## config.mk

```make
export PLATFORM = sky130hd
export DESIGN_NAME = player_controller
export DESIGN_NICKNAME = d
export VERILOG_FILES = /design/src/rtl/dino_pkg.sv /design/src/rtl/player_physics.sv /design/src/rtl/player_controller.sv
export SDC_FILE = /design/constraint.sdc
export NUM_CORES = 1
export LEC_CHECK = 0
export ABC_AREA = 1
export CELL_PAD_IN_SITES_DETAIL_PLACEMENT = 0
export CELL_PAD_IN_SITES_GLOBAL_PLACEMENT = 1
export CORE_UTILIZATION = 35
export DETAILED_ROUTE_END_ITERATION = 6
export DONT_BUFFER_PORTS = 1
export PLACE_DENSITY_LB_ADDON = 0.12
export SYNTH_ARGS = -nofsm -noshare
export SYNTH_HDL_FRONTEND = slang
export SYNTH_SLANG_ARGS = --single-unit
```

## constraint.sdc

```tcl
create_clock -name clk -period 5.7 [get_ports clk]
set_input_delay 1.14 -clock clk [delete_from_list [all_inputs] [get_ports clk]]
set_output_delay 1.14 -clock clk [all_outputs]
set_load 0.02 [all_outputs]
```

## src/rtl/dino_pkg.sv

```systemverilog
// Shared definitions for the dino game blocks: FSM encoding and default
// physics constants used by the player, obstacle and collision logic.
package dino_pkg;

  localparam int DEF_POS_W     = 7;
  localparam int DEF_JUMP_VEL  = 8;
  localparam int DEF_GRAVITY   = 1;
  localparam int DEF_FAST_FALL = 2;

  localparam logic [2:0] IDLE = 3'd0;
  localparam logic [2:0] RUN  = 3'd1;
  localparam logic [2:0] JUMP = 3'd2;
  localparam logic [2:0] DUCK = 3'd3;
  localparam logic [2:0] DEAD = 3'd4;

  function automatic logic is_frozen(input logic [2:0] s);
    return (s == IDLE) || (s == DEAD);
  endfunction

endpackage

```

## src/rtl/player_physics.sv

```systemverilog
// Combinational vertical physics for one airborne tick: integrates velocity
// into height with ground clamp and ceiling saturation, then applies gravity.
module player_physics #(
  parameter int POS_W     = dino_pkg::DEF_POS_W,
  parameter int GRAVITY   = dino_pkg::DEF_GRAVITY,
  parameter int FAST_FALL = dino_pkg::DEF_FAST_FALL
)(
  input  logic               [POS_W-1:0] y,
  input  logic signed        [POS_W:0]   vel,
  input  logic                           button_down,
  output logic               [POS_W-1:0] next_y,
  output logic signed        [POS_W:0]   next_vel,
  output logic                           landed
);

  localparam logic signed [POS_W:0] DEC_SLOW = (POS_W+1)'(GRAVITY);
  localparam logic signed [POS_W:0] DEC_FAST = (POS_W+1)'(GRAVITY + FAST_FALL);

  logic signed [POS_W+1:0] sum;

  // Two guard bits: the top one flags a negative sum, the next one overflow past the ceiling.
  assign sum      = $signed({2'b00, y}) + $signed({vel[POS_W], vel});
  assign landed   = sum[POS_W+1] | (sum == '0);
  assign next_y   = landed ? '0 : (sum[POS_W] ? {POS_W{1'b1}} : sum[POS_W-1:0]);
  assign next_vel = vel - (button_down ? DEC_FAST : DEC_SLOW);

endmodule

```

## src/rtl/player_controller.sv

```systemverilog
// Game-phase FSM and player vertical state; physics per tick via player_physics.
// Optional mid-air second jump is enabled by defining DOUBLE_JUMP_EN.
module player_controller
  import dino_pkg::*;
#(
  parameter int POS_W     = dino_pkg::DEF_POS_W,
  parameter int JUMP_VEL  = dino_pkg::DEF_JUMP_VEL,
  parameter int GRAVITY   = dino_pkg::DEF_GRAVITY,
  parameter int FAST_FALL = dino_pkg::DEF_FAST_FALL
)(
  input  logic             clk,
  input  logic             rst_n,
  input  logic             game_tick,
  input  logic             button_start,
  input  logic             button_up,
  input  logic             button_down,
  input  logic             crash,
  output logic [POS_W-1:0] player_y,
  output logic             jumping,
  output logic             ducking,
  output logic             game_frozen,
  output logic             game_restart
);

  localparam logic signed [POS_W:0] LAUNCH_VEL = (POS_W+1)'(JUMP_VEL);

  logic [2:0]              state;
  logic [2:0]              next_state;
  logic signed [POS_W:0]   vel;
  logic signed [POS_W:0]   next_vel;
  logic [POS_W-1:0]        next_y;
  logic                    restart_req;

  logic [POS_W-1:0]        phys_y;
  logic signed [POS_W:0]   phys_vel;
  logic                    phys_landed;

`ifdef DOUBLE_JUMP_EN
  logic prev_up;
  logic dj_used;
  logic next_dj;
`endif

  player_physics #(
    .POS_W     (POS_W),
    .GRAVITY   (GRAVITY),
    .FAST_FALL (FAST_FALL)
  ) u_physics (
    .y           (player_y),
    .vel         (vel),
    .button_down (button_down),
    .next_y      (phys_y),
    .next_vel    (phys_vel),
    .landed      (phys_landed)
  );

  // Crash outranks every live-state action; height freezes where it was hit.
  always_comb begin
    next_state  = state;
    next_y      = player_y;
    next_vel    = vel;
    restart_req = 1'b0;
`ifdef DOUBLE_JUMP_EN
    next_dj     = dj_used;
`endif
    case (state)
      IDLE, DEAD: begin
        if (button_start) begin
          next_state  = RUN;
          next_y      = '0;
          next_vel    = '0;
          restart_req = 1'b1;
`ifdef DOUBLE_JUMP_EN
          next_dj     = 1'b0;
`endif
        end
      end
      RUN, DUCK, JUMP: begin
        if (crash) begin
          next_state = DEAD;
          next_vel   = '0;
`ifdef DOUBLE_JUMP_EN
          next_dj    = 1'b0;
`endif
        end else if (state == JUMP) begin
          if (phys_landed) begin
            next_state = button_down ? DUCK : RUN;
            next_y     = '0;
            next_vel   = '0;
`ifdef DOUBLE_JUMP_EN
            next_dj    = 1'b0;
`endif
          end else begin
            next_y   = phys_y;
            next_vel = phys_vel;
`ifdef DOUBLE_JUMP_EN
            if (button_up && !prev_up && !dj_used) begin
              next_vel = LAUNCH_VEL;
              next_dj  = 1'b1;
            end
`endif
          end
        end else if (button_up) begin
          next_state = JUMP;
          next_y     = '0;
          next_vel   = LAUNCH_VEL;
        end else if (state == RUN) begin
          if (button_down) next_state = DUCK;
        end else if (!button_down) begin
          next_state = RUN;
        end
      end
      default: next_state = IDLE;
    endcase
  end

  // The restart strobe is the only register that is not gated by game_tick.
  always_ff @(posedge clk or negedge rst_n) begin
    if (!rst_n) begin
      state        <= IDLE;
      player_y     <= '0;
      vel          <= '0;
      jumping      <= 1'b0;
      ducking      <= 1'b0;
      game_frozen  <= 1'b1;
      game_restart <= 1'b0;
`ifdef DOUBLE_JUMP_EN
      prev_up      <= 1'b0;
      dj_used      <= 1'b0;
`endif
    end else begin
      game_restart <= game_tick && restart_req;
      if (game_tick) begin
        state       <= next_state;
        player_y    <= next_y;
        vel         <= next_vel;
        jumping     <= (next_state == JUMP);
        ducking     <= (next_state == DUCK);
        game_frozen <= is_frozen(next_state);
`ifdef DOUBLE_JUMP_EN
        prev_up     <= button_up;
        dj_used     <= next_dj;
`endif
      end
    end
  end

endmodule

```

# After elaboration in Yosys (flattened, before gate mapping)
# Index checks and enable logic that the tools add are counted.
# Widths: inputs -> output; s select.
# totals
ff_bits,22
latch_bits,0
ramBits,0
romBits,0
wordCells,57
memories,0
# op_classes
addsub,2
mul,0
n_div,0
magnitude_cmp,0
n_eq_ne,11
shift,0
mux,26
n_bitwise,1
reduce_logical,10
# op_table
operator,count
$mux 7,6
$mux 8,5
$mux 3,8
$pmux 8 s2,1
$pmux 7 s2,1
$eq 3x2->1 const B,4
$add 8x8->9,1
$logic_not 9->1,1
$sub 8x3->8,1
$eq 3x3->1 const B,2
$logic_not 3->1,2
$pmux 3 s2,1
$reduce_and 5->1,1
$mux 2,2
$ne 2x2->1 const B,2
$ne 4x4->1 const B,1
$reduce_and 4->1,1
$eq 3x1->1 const B,1
$ne 3x3->1 const B,1
$reduce_or 3->1,1
$mux 1,2
$reduce_bool 2->1,1
$reduce_or 2->1,1
$logic_and 1x1->1,1
2 further kinds,2

# Depth between registers and ports, before layout
# depth
depth_word,9
mapped_depth,17
ltp_nobuf,17

# Hierarchy
# Synthesis repeated with hierarchy kept, for this count alone.
# hier_totals
cells_unflattened,239
area_unflattened_um2,1739.2
# by_module_without_submodules
mod,instances,cells_each,area_each_um2,seq_area_each_um2
player_controller,1,131,1107.3,551.8
player_physics,1,108,631.9,0.0

# Least setup slack after synthesis
# OpenSTA, ideal clock, no wires.
# synth_timing
path_kind,in2reg
startpoint,input button_down
endpoint,register vel[7]
setup_time_ns,0.132
arrival_ns,2.494
t_required_ns,5.568
slack_ns,3.074
path_stages,9
path_buffers,0
path_cell_list,inv_1 ha_1 a211o_1 or2_2 nor2_1 nand2_1 nor3_2 xor2_1 nor2_1
# synth_between
elab_chain_len,6
# synth_lines
element,line_no,text
"start, declared",player_controller.sv:16,"input logic button_down,"
$mux 2,player_physics.sv:25,assign next_vel = vel - (button_down ? DEC_FAST : DEC_SLOW);
$sub 8x3->8,player_physics.sv:25,
$mux 8,player_controller.sv:86,if (phys_landed) begin
$mux 8,player_controller.sv:85,end else if (state == JUMP) begin
$mux 8,player_controller.sv:79,if (crash) begin
$pmux 8 s2,player_controller.sv:66,case (state)
"end signal, assigned",player_controller.sv:136,vel <= next_vel;
"end, declared",player_controller.sv:29,logic signed [POS_W:0] vel;
# Every way passes these cells.
# A chain may end at the register's enable or synchronous reset.

# Worst setup path in the final report
# layout_timing
startpoint,register player_y[0]
endpoint,register vel[6]
# layout_between
elab_chain_len,7
# layout_lines
element,line_no,text
"start, declared",player_controller.sv:18,"output logic [POS_W-1:0] player_y,"
"start signal, assigned",player_controller.sv:135,player_y <= next_y;
$add 8x8->9 *,player_physics.sv:22,"assign sum = $signed({2'b00, y}) + $signed({vel[POS_W], vel});"
$logic_not 9->1,player_physics.sv:23,assign landed = sum[POS_W+1] | (sum == '0);
$or 1x1->1 *,player_physics.sv:23,
$mux 8 *,player_controller.sv:86,
$mux 8 *,player_controller.sv:85,
$mux 8 *,player_controller.sv:79,
$pmux 8 s2 *,player_controller.sv:66,
# Every way passes the cells marked *; elsewhere a longest branch is shown, timed or not.

==> out/qor.yml <==
status:
  status: "finished, final reports clean"
timing:
  worstMarginPinSlew_ns: 0.521
  min_period_over_period_pct: 45.1
  fin_crit_ns: 2.57
  fin_setup_tns_ns: 0
  finalSetupViolCount: 0
  grt_setup_unrepaired: "false"
  hold_ws_ns: 0.556
  fin_skew_ns: 0.00696
  slew_violations: 0
  slew_headroom_pct: 65.0
  max_freq_ghz: 0.389
  finalHoldViolCount: 0
cts:
  cts-hold-fix-buffers: 0
  post_cts_buffers: 0
  post_cts_resized: 0
  cts_root_buffer: "clkbuf_8"
  path_clk_slew_ns: 0.09
  cts_sinks: 22
  htree_levels: 1
  insertion_delay_ns: 0.27
  cts_buffers: 3
  cts_tree: "done"
  clock_path_buffers: 2
synth:
  synth_area_um2: 1520
  syn_inst: 203
  synth_nets: 220
  ys_seq_area_share_pct: 36.4
  post_synth.cell_area_avg_um2: 7.46
  yosys_warnings: 0
  ys_seq_elements: 22
  synth_cell_types: 32
floorplan:
  ios: 18
  rows: 23
  dieArea_um2: 4600
  fp.dieW_um: 67.8
  start_util_pct: 37.1
  core_area_um2: 4090
  fp.dieH_um: 67.8
routing:
  drc: 0
  postRouteAntennaNets: 0
  vias: 1333
  firstDrtPassIters: 4
  initialDrtViolationCount: 83
  wl_per_cell_um: 13.4
  wirelength_mm: 3.46
  vias_per_cell: 5.19
setup_path:
  crit_type: "reg2reg"
  cp-start-kind: "flop"
  arrival_ns: 2.70
  cp_max_fo: 5
  cp.required_ns: 5.83
  crit_path_end_kind: "flop"
run:
  max_cap_violations: 0
pwr:
  power_uw: 506
  leakage_uw: 0.000854
  p_per_area_nw_per_um2: 312
  vdd_drop_max_mv: 0.106
grt:
  grtUsageTotal_pct: 17.0
  antenna_found_initial: 0
  grt.overflow.total: 0
  grt_pass1_wl_mm: 5.71
  grt_pass1_vias: 1229
  grt_max_degree: 23
finish:
  fin_util_pct: 39.7
  num-nets-final: 225
  area_growth_pct: 7.10
  diodes: 0
  drive_gt1_share_pct: 11.6
  layout.cells.non_filler: 257
place:
  gp_congestion: 0.848
  hpwlAfterDp_mm: 2.74
  dp_cells: 253
  numPortBuffers: 0
hold_path:
  hold_path.class: "in2async"
worst paths after layout:
check,start,to,slack [ns],depth (start not counted)
setup / recovery,player_y[0]$_DFFE_PN0P_,vel[6]$_DFFE_PN0P_,3.13,9
hold / removal,rst_n,player_y[4]$_DFFE_PN0P_,0.56,0
setup reg to reg,player_y[0]$_DFFE_PN0P_,vel[6]$_DFFE_PN0P_,3.13,9
hold reg to reg,vel[0]$_DFFE_PN0P_,vel[0]$_DFFE_PN0P_,0.58,1
max in group asynchronous,rst_n,game_frozen$_DFFE_PN1P_,4.96,0
min in group clk,vel[0]$_DFFE_PN0P_,vel[0]$_DFFE_PN0P_,0.58,1
cell usage in the layout (no fill, tap or decap):
| cell | synthesis | routed |
|---|---|---|
| a211o_1 | 1 | 1 |
| a21oi_1 | 8 | 8 |
| a21oi_2 | 1 | 1 |
| a221oi_1 | 1 | 1 |
| clkbuf_1 | 0 | 1 |
| clkbuf_8 | 0 | 3 |
| dfrtp_1 | 21 | 21 |
| dfstp_2 | 1 | 1 |
| fa_1 | 2 | 2 |
| ha_1 | 8 | 8 |
| inv_1 | 25 | 25 |
| inv_2 | 1 | 1 |
| nand2_1 | 57 | 57 |
| nand2_2 | 7 | 7 |
| nand2_4 | 1 | 1 |
| nand3_1 | 12 | 12 |
| nand3_2 | 2 | 2 |
| nand4_1 | 1 | 1 |
| nor2_1 | 21 | 21 |
| nor2_2 | 2 | 2 |
| nor2_4 | 1 | 1 |
| nor3_1 | 2 | 2 |
| nor3_2 | 1 | 1 |
| nor3b_1 | 1 | 1 |
| nor4_1 | 2 | 2 |
| o211ai_2 | 1 | 1 |
| o21ai_0 | 10 | 10 |
| o21bai_1 | 2 | 2 |
| o22ai_1 | 1 | 1 |
| o31ai_1 | 2 | 2 |
| or2_0 | 1 | 1 |
| or2_2 | 2 | 2 |
| or2_4 | 1 | 1 |
| xor2_1 | 4 | 4 |
where the power goes:
part,internal (µW),switching (µW)
Combinational,74.8,116
Clock,49.9,53.7
Sequential,178,33.4
cell usage after synthesis (all sizes together):
cell | count | share of area [%]
a211o | 1 | 0.58
inv | 26 | 6.4
dfrtp | 21 | 35
nor3b | 1 | 0.50
dfstp | 1 | 1.7
nand2 | 65 | 18
ha | 8 | 6.6
o21ai | 10 | 3.3
nand4 | 1 | 0.41
o211ai | 1 | 0.83
nor4 | 2 | 0.83
o21bai | 2 | 0.99
nor3 | 3 | 1.3
fa | 2 | 2.6
nor2 | 24 | 6.8
o31ai | 2 | 0.99
or2 | 4 | 1.8
xor2 | 4 | 2.3
a221oi | 1 | 0.58
a21oi | 9 | 3.2
nand3 | 14 | 5.3
o22ai | 1 | 0.41
stage by stage:
stage	cell area [µm²]	setup slack [ns]
2_1_floorplan	1520	3.07
3_3_place_gp	1580	3.01
3_5_place_dp	1580	2.97
4_1_cts	1620	3.12
5_1_grt	1620	2.99
6_report	1620	3.13
layer usage:
metal	GRT usage, %	up-vias	share of wire, %
met5	0	-	0
met2	24.5	33	43
met3	4.05	4	5.3
li1	-	667	-
met1	25.1	629	51
met4	4.69	0	1.0
worst max-delay path: stages (launching register included):
cell and delay, ns:
dfrtp_1 0.48, ha_1 0.26, fa_1 0.45, or2_2 0.30
nor2_1 0.12, nand3_1 0.10, nor2_1 0.12, nand2_2 0.09
a21oi_1 0.41, nor3b_1 0.10
cell families after synthesis:
logic type | Yosys count | synth area share [%]
and+or+nand+nor | 114 | 34.7
AOI/OAI and AO/OA | 27 | 10.9
buffers and inverters | 26 | 6.44
DFF | 22 | 36.4
adders and majority gates | 10 | 9.25
xor gates and xnor gates | 4 | 2.31
flip-flops by register name (all words and copies together) (netlist names):
name / flops
jumping: 1
ducking: 1
game_frozen: 1
player_y: 7
game_restart: 1
vel: 8
state: 3
final cells by class:
class / count / area (µm²)
sequential: 22 / 552
fill: 434 / 2460
tap: 50 / 62.6
clock buffer: 4 / 45.0
multi-input combinational: 155 / 866
inverter: 26 / 97.6
No activity file was read; power rests on OpenSTA's default activity.
